===== src/rtl/cdc_handshake_tx_if.sv =====
// Source-side bundle of the 4-phase req/ack CDC transmitter.
// master is the transmitter; slave is whatever drives words in and returns ack.
interface cdc_handshake_tx_if #(
   parameter int unsigned WIDTH = 8
) ();

   logic             src_valid;
   logic [WIDTH-1:0] src_data;
   logic             src_ready;
   logic             req_out;
   logic [WIDTH-1:0] data_out;
   logic             ack_in;
   logic             done;

   modport master (
      input  src_valid,
      input  src_data,
      input  ack_in,
      output src_ready,
      output req_out,
      output data_out,
      output done
   );

   modport slave (
      output src_valid,
      output src_data,
      output ack_in,
      input  src_ready,
      input  req_out,
      input  data_out,
      input  done
   );

endinterface


===== src/rtl/cdc_handshake_tx.sv =====
// Transmit end of a 4-phase req/ack handshake: holds one word on data_out while req_out
// is raised, and resynchronizes the returning ack through a SYNC_STAGES flop chain.
module cdc_handshake_tx #(
   parameter int unsigned WIDTH       = 8,
   parameter int unsigned SYNC_STAGES = 2
) (
   input  logic                      clk,
   input  logic                      rst_n,
   cdc_handshake_tx_if.master        bus
);

   typedef enum logic [1:0] {
      StIdle,
      StReq,
      StRelease
   } state_e;

   state_e                 state_q;
   logic                   req_q;
   logic [WIDTH-1:0]       data_q;
   logic                   done_q;
   logic [SYNC_STAGES-1:0] sync_q;
   logic                   ack_s;
   logic                   src_ready;
   logic                   accept;

   // ack_in feeds only the first flop of the chain; everything else sees ack_s.
   always_ff @(posedge clk or negedge rst_n) begin
      if (!rst_n) begin
         sync_q <= '0;
      end else begin
         sync_q <= {sync_q[SYNC_STAGES-2:0], bus.ack_in};
      end
   end

   assign ack_s = sync_q[SYNC_STAGES-1];

   // A lingering ack from a previous or aborted transfer blocks new accepts.
   assign src_ready = (state_q == StIdle) && !ack_s;
   assign accept    = bus.src_valid && src_ready;

   always_ff @(posedge clk or negedge rst_n) begin
      if (!rst_n) begin
         state_q <= StIdle;
         req_q   <= 1'b0;
         data_q  <= '0;
         done_q  <= 1'b0;
      end else begin
         done_q <= 1'b0;
         unique case (state_q)
            StIdle: begin
               if (accept) begin
                  data_q  <= bus.src_data;
                  req_q   <= 1'b1;
                  state_q <= StReq;
               end
            end
            StReq: begin
               if (ack_s) begin
                  req_q   <= 1'b0;
                  state_q <= StRelease;
               end
            end
            StRelease: begin
               if (!ack_s) begin
                  done_q  <= 1'b1;
                  state_q <= StIdle;
               end
            end
            default: begin
               req_q   <= 1'b0;
               state_q <= StIdle;
            end
         endcase
      end
   end

   assign bus.src_ready = src_ready;
   assign bus.req_out   = req_q;
   assign bus.data_out  = data_q;
   assign bus.done      = done_q;

endmodule


===== src/flat_wrapper.sv =====
// flat-port wrapper written by rule: the top's interface ports become plain ports
module cdc_handshake_tx_flat 
#(
   parameter int unsigned WIDTH       = 8,
   parameter int unsigned SYNC_STAGES = 2
)
  (clk, rst_n, bus_src_valid, bus_src_data, bus_ack_in, bus_src_ready, bus_req_out, bus_data_out, bus_done);
  cdc_handshake_tx_if #(.WIDTH(WIDTH)) bus_i ();
  input  logic clk;
  input  logic rst_n;
  input wire logic [$bits(bus_i.src_valid)-1:0] bus_src_valid;
  input wire logic [$bits(bus_i.src_data)-1:0] bus_src_data;
  input wire logic [$bits(bus_i.ack_in)-1:0] bus_ack_in;
  output wire logic [$bits(bus_i.src_ready)-1:0] bus_src_ready;
  output wire logic [$bits(bus_i.req_out)-1:0] bus_req_out;
  output wire logic [$bits(bus_i.data_out)-1:0] bus_data_out;
  output wire logic [$bits(bus_i.done)-1:0] bus_done;
  assign bus_i.src_valid = bus_src_valid;
  assign bus_i.src_data = bus_src_data;
  assign bus_i.ack_in = bus_ack_in;
  assign bus_src_ready = bus_i.src_ready;
  assign bus_req_out = bus_i.req_out;
  assign bus_data_out = bus_i.data_out;
  assign bus_done = bus_i.done;
  cdc_handshake_tx #(.WIDTH(WIDTH), .SYNC_STAGES(SYNC_STAGES)) u_core (.clk(clk), .rst_n(rst_n), .bus(bus_i));
endmodule

===== config.mk =====
export PLATFORM = sky130hd
export DESIGN_NAME = cdc_handshake_tx_flat
export DESIGN_NICKNAME = d
export VERILOG_FILES = /design/src/rtl/cdc_handshake_tx_if.sv /design/src/rtl/cdc_handshake_tx.sv /design/src/flat_wrapper.sv
export SDC_FILE = /design/constraint.sdc
export NUM_CORES = 1
export LEC_CHECK = 0
export ABC_AREA = 0
export CAP_MARGIN = 0
export CORE_MARGIN = 5
export CORE_UTILIZATION = 40
export DETAILED_ROUTE_END_ITERATION = 12
export PLACE_DENSITY = 0.76
export SLEW_MARGIN = 10
export SYNTH_ARGS = -nofsm -noshare
export SYNTH_HDL_FRONTEND = slang
export SYNTH_SLANG_ARGS = --single-unit

===== constraint.sdc =====
create_clock -name clk -period 3.5 [get_ports clk]
set_input_delay 1.05 -clock clk [delete_from_list [all_inputs] [get_ports clk]]
set_output_delay 1.05 -clock clk [all_outputs]
set_load 0.05 [all_outputs]

==> results.yml <==
critical_path:
  path_max_fanout: 7
  cp_cell_sequence: "nor3_1, clkdlybuf4s50_1"
  ff2ff_setup_slack_ns: 1.95
  r2r_end: "u_core.bus.data_out[0]"
  cp-start-kind: "flop"
  r2r-start: "u_core.state_q[0]"
  path_class: "flop to output pin"
  end_kind: "output pin"
  crit_end: "bus_src_ready"
  cpPeakStageDelay_ns: 0.83
  cp-startpoint: "u_core.state_q[0]"
  cpMaxStageDelayCell: "clkdlybuf4s50_1"
  critPathArrivalTime_ns: 1.78
  r2r_cells: 2
  critical_path_required_ns: 2.45
pwr:
  p_clk_share_pct: 15.5
  p_leak_nw: 0.332
  seq_power_share_pct: 40.3
  p_per_area_nw_per_um2: 691
  p_switching_mw: 0.213
  internal_power_mw: 0.328
  comb_power_share_pct: 44.2
  ir_drop_uv: 503
  sw_frac_of_total_pct: 39.4
  finalPower_mw: 0.542
cts:
  tritoncts: "yes"
  postCtsHoldBufs: 0
  postCtsResizedCells: 0
  cts_root_buf: "clkbuf_4"
  clkLatencyLatePin_ns: 0.27
  clock_path_buffers: 2
  cts_made_buffers: 3
  clock-sinks: 14
  post_cts.repair.setup_buffers: 0
  cts.reportedPaths.clkPinSlew_ns: 0.07
  htreeDepth: 1
logic_synthesis:
  ys_warn_count: 0
  seq_area_frac_synth_pct: 65.7
  synthCells: 34
  synth_fp_nets: 46
  ys_seq_elements: 14
  synth.cell_area_um2: 533
  postSynthAreaPerCell_um2: 15.7
  ys_types: 12
drt:
  vias: 349
  drtIter0Drc: 0
  routed_via_density: 4.78
  drc: 0
  ant_nets: 0
  first_pass_iters: 1
  wire_per_inst_um: 12.5
  drt_wl_total_um: 910
sta:
  maxSlewViolCount: 0
  clock.fmax_ghz: 0.353
  max-slew-margin-rel_pct: 59.1
  period_needed_ns: 2.83
  hold_viol: 0
  final.period_utilization_pct: 81.0
  setup_violations: 0
  tns_ns: 0
  tightest_slew_ns: 0.612
  clock_skew_ns: 0.00401
  rsz0062_at_grt: "no"
die:
  core_um2: 1280
  ios: 23
  initial_utilization_pct: 41.5
  dieArea_um2: 2160
  die_x_um: 46.5
  die_h_um: 46.5
  row_count: 13
placement:
  dp_cells: 70
  dp_hpwl_um: 702
  port_buffers: 22
  gp_congestion: 0.703
finish:
  final_nets: 72
  final_common_cell: "clkdlybuf4s50_1"
  area_growth_syn_to_layout_pct: 46.9
  diodes: 0
  final_cell_mix: "22 x clkdlybuf4s50_1, 14 x dfrtp_1, 8 x mux2_2"
  layout-drive-gt1-share_pct: 20.7
  finalNonFillerCells: 73
job:
  drv_cap: 0
grt:
  grt_overflow: 0
  grt_pass1_wl_um: 1610
  grt_max_degree: 15
  track_usage_pct: 11.1
  grt_pass1_vias: 367
  antenna_found_initial: 0
min_path:
  hold_depth: 0
  worstHoldPathType: "flop to flop"
run_status:
  status: "finished, final reports clean"
cell usage after synthesis:
cell type   n  area, um^2
o32ai_1     1        8.76
and2_1      1        6.26
buf_6       1        11.3
nor3_1      2        10.0
mux2_2      8        90.1
nor3b_1     1        7.51
xor2_1      1        8.76
nor4b_4     1        23.8
a21oi_1     1        5.00
dfrtp_1    14         350
inv_1       2        7.51
nor2_1      1        3.75
state kept, by name, indices dropped and copies added, names as in the netlist:
signal and cells:
u_core.bus.data_out 8, u_core.bus.done 1, u_core.bus.req_out 1, u_core.state_q 2, u_core.sync_q 2
layer usage:
metal  GRT usage (%)  part of all wire (%)  vias to the layer above
met5               0                     0                        -
met4               0                     0                        0
met3            7.81                    11                        0
met2            18.7                    48                       14
met1            12.0                    40                      170
li1                -                     -                      165
worst max-delay path, delay by kind of cell (launching register included):
family | cells | cell delay, ns
flip-flops | 1 | 0.47
AND/OR/NAND/NOR | 1 | 0.21
buffers and inverters | 1 | 0.83
cell type report:
cell class                      instances  area (um^2)
Sequential cell                        14          350
Multi-Input combinational cell         17          164
Fill cell                             115          502
Clock buffer                            3         22.5
Timing Repair Buffer                   22          220
Inverter                                2         7.51
Tap cell                               15         18.8
power groups by stage:
stage / combinational, mW / sequential [mW] / clock, mW
global placement: 0.241 / 0.221 / 0
floorplan: 0.0489 / 0.328 / 0
CTS: 0.242 / 0.219 / 0.0896
global route: 0.250 / 0.224 / 0.100
detailed placement: 0.241 / 0.222 / 0
finish: 0.239 / 0.218 / 0.0840
how the worst min path moves through the flow:
stage	end	from
after floorplan	u_core.sync_q[1]	u_core.sync_q[0]
after global placement	u_core.sync_q[1]	u_core.sync_q[0]
after detailed placement	u_core.sync_q[1]	u_core.sync_q[0]
after CTS	u_core.sync_q[1]	u_core.sync_q[0]
after global routing	u_core.sync_q[1]	u_core.sync_q[0]
final	u_core.sync_q[1]	u_core.sync_q[0]
stage by stage:
step | area, um^2 | utilization [%] | setup WS [ns] | hold slack [ns]
after global placement | 761 | 59.2 | 0.902 | 0.335
after detailed placement | 761 | 59.2 | 0.906 | 0.337
after CTS | 783 | 61.0 | 0.658 | 0.355
after floorplan | 533 | - | 0.885 | 0.331
after global routing | 783 | 61.0 | 0.570 | 0.369
final | 783 | 61.0 | 0.666 | 0.351
logic make-up (layout without fill, tap and decap cells):
family,count (synthesis),in the layout,share of synthesized area (%)
flip-flops,14,14,65.7
multiplexers,8,8,16.9
AND/OR/NAND/NOR,6,6,9.62
buffers and inverters,3,27,3.52
AO/OA/AOI/OAI,2,2,2.58
XOR/XNOR,1,1,1.64
(Power assumes the default switching activity.)
